==> config.mk <==
export PLATFORM = sky130hd
export DESIGN_NAME = dmem_arbiter
export DESIGN_NICKNAME = d
export VERILOG_FILES = /design/src/rtl/dmem_arbiter.sv
export SDC_FILE = /design/constraint.sdc
export NUM_CORES = 1
export LEC_CHECK = 0
export BUFFER_PORTS_ARGS = -buffer_cell sky130_fd_sc_hd__buf_4
export CAP_MARGIN = 15
export CORE_AREA = 5 5 95 97
export CTS_CLUSTER_SIZE = 25
export DETAILED_ROUTE_END_ITERATION = 7
export DIE_AREA = 0 0 100 102
export REMOVE_ABC_BUFFERS = 1
export SETUP_SLACK_MARGIN = 0.2
export SLEW_MARGIN = 15
export SYNTH_ARGS = -nofsm -noshare
export SYNTH_HDL_FRONTEND = slang
export SYNTH_SLANG_ARGS = --single-unit
==> constraint.sdc <==
create_clock -name clk_i -period 2.06 [get_ports clk_i]
set_input_delay 0.412 -clock clk_i [delete_from_list [all_inputs] [get_ports clk_i]]
set_output_delay 0.412 -clock clk_i [all_outputs]
set_load 0.005 [all_outputs]
==> src/rtl/dmem_arbiter.sv <==
// Two-requester arbiter for the single-port data memory: core (C) and external agent (X).
// Optional macro DMEM_ARBITER_RR_EN selects round-robin on simultaneous IDLE requests (default: C wins).
module dmem_arbiter #(
    parameter int AWIDTH   = 12,
    parameter int DWIDTH   = 32,
    parameter int MAX_WAIT = 8
) (
    input  logic                clk_i,
    input  logic                rst_n_i,
    input  logic                c_req_i,
    input  logic                c_lock_i,
    input  logic [AWIDTH-1:0]   c_addr_i,
    input  logic [DWIDTH-1:0]   c_wdata_i,
    input  logic                c_wen_i,
    input  logic [DWIDTH/8-1:0] c_ben_i,
    output logic                c_gnt_o,
    output logic                c_rvalid_o,
    output logic [DWIDTH-1:0]   c_rdata_o,
    input  logic                x_req_i,
    input  logic                x_lock_i,
    input  logic [AWIDTH-1:0]   x_addr_i,
    input  logic [DWIDTH-1:0]   x_wdata_i,
    input  logic                x_wen_i,
    input  logic [DWIDTH/8-1:0] x_ben_i,
    output logic                x_gnt_o,
    output logic                x_rvalid_o,
    output logic [DWIDTH-1:0]   x_rdata_o,
    output logic [AWIDTH-1:0]   mem_addr_o,
    output logic [DWIDTH-1:0]   mem_wdata_o,
    output logic                mem_wen_o,
    output logic [DWIDTH/8-1:0] mem_ben_o,
    input  logic [DWIDTH-1:0]   mem_rdata_i
);

    localparam int CW = (MAX_WAIT > 1) ? $clog2(MAX_WAIT) : 1;
    localparam logic [CW-1:0] WAIT_LAST = CW'(MAX_WAIT - 1);

    typedef enum logic [1:0] {IDLE, OWN_C, OWN_X} state_e;
    typedef enum logic [1:0] {RD_NONE, RD_C, RD_X} rd_owner_e;

    state_e    state_q, state_d;
    rd_owner_e rd_owner_q, rd_owner_d;
    logic [CW-1:0] wait_cnt_q, wait_cnt_d;
    state_e    idle_pick;

`ifdef DMEM_ARBITER_RR_EN
    // last_x_q = 1 means X was the most recent owner; reset value favours C.
    logic last_x_q, last_x_d;
    assign idle_pick = last_x_q ? OWN_C : OWN_X;

    always_comb begin
        last_x_d = last_x_q;
        if (state_d == OWN_C && state_q != OWN_C) last_x_d = 1'b0;
        if (state_d == OWN_X && state_q != OWN_X) last_x_d = 1'b1;
    end
`else
    assign idle_pick = OWN_C;
`endif

    always_comb begin
        state_d = state_q;
        case (state_q)
            IDLE: begin
                if (c_req_i && x_req_i) state_d = idle_pick;
                else if (c_req_i)       state_d = OWN_C;
                else if (x_req_i)       state_d = OWN_X;
            end
            OWN_C: begin
                if (!c_req_i && !c_lock_i)
                    state_d = x_req_i ? OWN_X : IDLE;
                else if (x_req_i && !c_lock_i && wait_cnt_q == WAIT_LAST)
                    state_d = OWN_X;
            end
            OWN_X: begin
                if (!x_req_i && !x_lock_i)
                    state_d = c_req_i ? OWN_C : IDLE;
            end
            default: state_d = IDLE;
        endcase
    end

    // Starvation counter only runs while X is kept waiting by C; it saturates at the threshold.
    always_comb begin
        wait_cnt_d = '0;
        if (state_q == OWN_C && x_req_i && state_d != OWN_X)
            wait_cnt_d = (wait_cnt_q == WAIT_LAST) ? wait_cnt_q : wait_cnt_q + 1'b1;
    end

    always_comb begin
        c_gnt_o     = 1'b0;
        x_gnt_o     = 1'b0;
        mem_addr_o  = '0;
        mem_wdata_o = '0;
        mem_ben_o   = '0;
        mem_wen_o   = 1'b0;
        case (state_q)
            OWN_C: begin
                c_gnt_o     = c_req_i;
                mem_addr_o  = c_addr_i;
                mem_wdata_o = c_wdata_i;
                mem_ben_o   = c_ben_i;
                mem_wen_o   = c_req_i & c_wen_i;
            end
            OWN_X: begin
                x_gnt_o     = x_req_i;
                mem_addr_o  = x_addr_i;
                mem_wdata_o = x_wdata_i;
                mem_ben_o   = x_ben_i;
                mem_wen_o   = x_req_i & x_wen_i;
            end
            default: ;
        endcase
    end

    // Read return follows the requester that issued the beat, independent of the current owner.
    always_comb begin
        rd_owner_d = RD_NONE;
        if (c_gnt_o && !c_wen_i)      rd_owner_d = RD_C;
        else if (x_gnt_o && !x_wen_i) rd_owner_d = RD_X;
    end

    assign c_rvalid_o = (rd_owner_q == RD_C);
    assign x_rvalid_o = (rd_owner_q == RD_X);
    assign c_rdata_o  = c_rvalid_o ? mem_rdata_i : '0;
    assign x_rdata_o  = x_rvalid_o ? mem_rdata_i : '0;

    always_ff @(posedge clk_i or negedge rst_n_i) begin
        if (!rst_n_i) begin
            state_q    <= IDLE;
            rd_owner_q <= RD_NONE;
            wait_cnt_q <= '0;
`ifdef DMEM_ARBITER_RR_EN
            last_x_q   <= 1'b1;
`endif
        end else begin
            state_q    <= state_d;
            rd_owner_q <= rd_owner_d;
            wait_cnt_q <= wait_cnt_d;
`ifdef DMEM_ARBITER_RR_EN
            last_x_q   <= last_x_d;
`endif
        end
    end

endmodule
* Yosys cells after proc, flatten, opt, wreduce, memory -nomap -nowiden
Cells that the tools add are included.
Word-level totals: register bits after elaboration 7
Cells by class: multiplexer cells 21, reductions and logical operators 16, eq/ne operators 7, add/sub/neg operators 1, bitwise logic cells 2
Operators with widths (count):
- $mux W32 | 2
- $pmux W32 S2 | 1
- $pmux W12 S2 | 1
- $mux W2 | 9
- $logic_and A1 B1 Y1 | 9
- $pmux W4 S2 | 1
- $logic_not A1 Y1 | 6
- $mux W3 | 2
- $pmux W2 S3 | 1
- $eq A2 B1 Y1 const B | 2
- $eq A2 B2 Y1 const B | 2
- $ne A2 B2 Y1 const B | 2
- $add A3 B1 Y3 const B | 1
- $eq A3 B3 Y1 const B | 1
- $mux W1 | 3
- $and A1 B1 Y1 | 2
- $logic_not A2 Y1 | 1
- $pmux W1 S2 | 1

* Logic depth before layout (Yosys ltp)
depth after elaboration 9, gate-level depth with buffers 8

* Least setup slack after synthesis
OpenSTA, ideal clock, no wires.
path kind register to output, from register state_q[0], to output mem_wdata_o[21], arrival 1363 ps, cell stages (with the launch flop) 6, required time 1648 ps, buffers on the path 2, setup slack 285 ps, cell sequence dfrtp_1 -> inv_1 -> ha_1 -> clkbuf_1 -> clkbuf_1 -> nor2b_1
On the way: longest elaborated chain between the ends 2, elaborated cells on any way between the ends 3, those cells by class eq/ne: 2; mux: 1
Ends and longest elaborated chain:
- from (decl) | line 41 | state_e state_q, state_d;
- from (signal assigned) | line 136 | state_q <= state_d;
- $eq A2 B2 Y1 or $eq A2 B1 Y1 (tied branches) | line 96 | case (state_q)
- $pmux W32 S2 (*) | line 96
- to (decl) | line 29 | output logic [DWIDTH-1:0] mem_wdata_o,
Every way passes the cells marked *; elsewhere a longest branch is shown, timed or not.

* Worst setup path in the final report
from register state_q[1], to output mem_wdata_o[20]
The elaborated chain is that of the path after synthesis.

==> impl_metrics.tcl <==
set metrics [dict create \
    period_minus_slack_ns 1.93 \
    p_sw_share_pct 40.5 \
    nNetsFinal 627 \
    die_height_microns 102 \
    vias_per_cell 4.61 \
    port-buffer-count 252 \
    drtPass1Iterations 4 \
    worst_ep_required_time_ns 1.65 \
    maxCapViolCount 0 \
    die_x_microns 100 \
    max_slew.worst_pin.slew_ns 0.302 \
    vdd_drop_max_uv 604 \
    insertion_delay_ns 0.22 \
    setup_tns_ns 0 \
    clock-root-buffer "clkbuf_8" \
    slew_violations 0 \
    p_clk_share_pct 5.5 \
    final_common_cell "buf_4" \
    die-area_sq_um 10200 \
    dpl.hpwl_microns 7970 \
    hp-class "in2reg" \
    wire_per_inst_microns 17.4 \
    drc_errors 0 \
    p_leak_nw 2.01 \
    routed_wl_microns 10300 \
    synth_area_leaders "and2_1 (25%), a22oi_1 (23%), nor2b_1 (20%), dfrtp_1 (11%), ha_1 (4.5%)" \
    rsz0062_at_grt "true" \
    final_cell_mix "buf_4 (257), and2_1 (65), nor2b_1 (52), a22oi_1 (37), a22oi_2 (13)" \
    dpl_cell_area_sq_um 3670 \
    drtIter0Drc 155 \
    maxSlewHeadroom_pct 79.8 \
    rows 33 \
    gp_congestion 0.867 \
    ys_seq_area_share_pct 10.6 \
    path_class "reg2out" \
    cts_tree "yes" \
    crit_path_start_kind "flip-flop" \
    netlist.area_leader.share_pct 24.9 \
    cts_buffers 3 \
    core_sq_um 8050 \
    htree_levels 1 \
    stdcell_area_sq_um 3980 \
    areaGrowthSynthToFinish_pct 140 \
    grt_max_degree 34 \
    switchingPower_mw 1.39 \
    ant_nets 0 \
    start_util_pct 20.6 \
    track_usage_pct 18.2 \
    report.power.total_mw 3.43 \
    max_freq_ghz 0.517 \
    antenna_found_initial 0 \
    arrival_ns 1.52 \
    path_clk_slew_ns 0.04 \
    syn_area_sq_um 1660 \
    endpoint_kind "output pin" \
    hold_violations 0 \
    setup-violations-final 0 \
    overflow 0 \
    power_frac_comb_pct 88.6 \
    ys_types 25 \
    place_ws_ns 0.217 \
    fill_cells 788 \
    drive_above_1_share_pct 60.5 \
    path_max_fanout 20 \
    synth_area_leader_cell "and2_1" \
    final_util_pct 49.4 \
    grt_pass1_wl_microns 14900 \
    outcome "complete, no violations" \
    routed-via-count 2716 \
    finalCritPeriodShare_pct 93.9 \
    io_pins 253 \
    intPower_mw 2.04 \
    cts.sinks 7 \
    syn_area_per_cell_sq_um 7.04 \
    synth_cells 235 \
    power.density_nw_per_um2 861 \
    r2r_slack_ns 0.32 \
    yosys_register_bits 7 \
    p_seq_share_pct 5.9 \
    fin_ws_ns 0.126 \
    ys_warn_count 0 \
    grt_pass1_vias 2778 \
    clock_skew_ns 0.00374 \
    clockBufferDepth 2 \
    n_antenna_cell 0 \
]
## layer usage
metal / wire [microns] / share of wire (%) / vias to the layer above / global-route usage (%)
met1: 3650 / 36 / 1241 / 20.0
met2: 5240 / 51 / 157 / 34.0
met5: 0 / 0 / - / 0
li1: - / - / 1312 / -
met3: 1300 / 13 / 6 / 6.83
met4: 63 / 0.61 / 0 / 2.90
## power by group through the flow
stage | registers, mW | clock network [mW] | logic [mW]
after floorplan | 0.190 | 0 | 1.19
after global placement | 0.196 | 0 | 2.49
after detailed placement | 0.198 | 0 | 2.50
after CTS | 0.200 | 0.192 | 2.99
after global routing | 0.206 | 0.201 | 3.28
final | 0.201 | 0.188 | 3.04
## registers in the layout, summed over array words and instances (netlist names)
name / count
wait_cnt_q: 3
state_q: 2
rd_owner_q: 2
## cell families after synthesis
family / synth area share [%]
xor gates and xnor gates: 0.529
DFF: 10.6
AOI/OAI and AO/OA: 27.8
adders and majority gates: 4.54
buffers and inverters: 7.26
muxes: 1.21
and+or+nand+nor: 48.1
## critical path, cell delays in order (launching register included)
cell     delay (ns)
dfrtp_2        0.44
inv_4          0.10
ha_4           0.21
buf_12         0.18
a22oi_1        0.08
nor2b_1        0.15
buf_4          0.14
## cell type report
cell class                 count  area, sq um  area share (%)
tap                          105          131            3.30
clock buffer                   4         45.0            1.13
multi-input combinational    201         1470            36.9
timing repair buffer         268         2140            53.8
inverter                       4         17.5           0.440
sequential                     7          176            4.43
## path summary, 6_finish.rpt
check / from / end / depth (start not counted)
min in group asynchronous: rst_n_i / wait_cnt_q[1] / 2
worst max register to register: wait_cnt_q[0] / wait_cnt_q[1] / 6
max in group asynchronous: rst_n_i / state_q[1] / 2
worst max-delay path: state_q[1] / mem_wdata_o[20] / 6
worst min register to register: wait_cnt_q[2] / wait_cnt_q[2] / 2
worst min-delay path: x_wen_i / rd_owner_q[1] / 2
## timing repair
| action | CTS | global route |
|---|---|---|
| setup buffers | 4 | 0 |
| cloned | 3 | 1 |
| setup endpoints to repair | 49 | 52 |
| gates resized for setup | 21 | 8 |
| hold buffers | 1 | 0 |
| pin swaps | 3 | 0 |
| endpoints found under the hold margin | 7 | 0 |
## synth_stat cells (all sizes together)
cell and number:
o211ai 1, or3 1, o21ai 5, nor3 4, buf 5, a22oi 50
a31oi 1, ha 6, and2 66, nand2 1, clkbuf 18, inv 4
mux2i 2, dfrtp 7, nor2 3, and2b 1, o32ai 1, xor2 1
a21oi 2, o31ai 1, nor2b 52, o221a 1, nor3b 1, a221oi 1
## per-stage QoR
step | hold WS [ns] | instances
2_1_floorplan | 0.116 | 212
3_3_place_gp | 0.230 | 576
3_5_place_dp | 0.232 | 576
4_1_cts | 0.360 | 588
5_1_grt | 0.373 | 589
6_report | 0.363 | 589
Power figures use the tool's default switching activity.
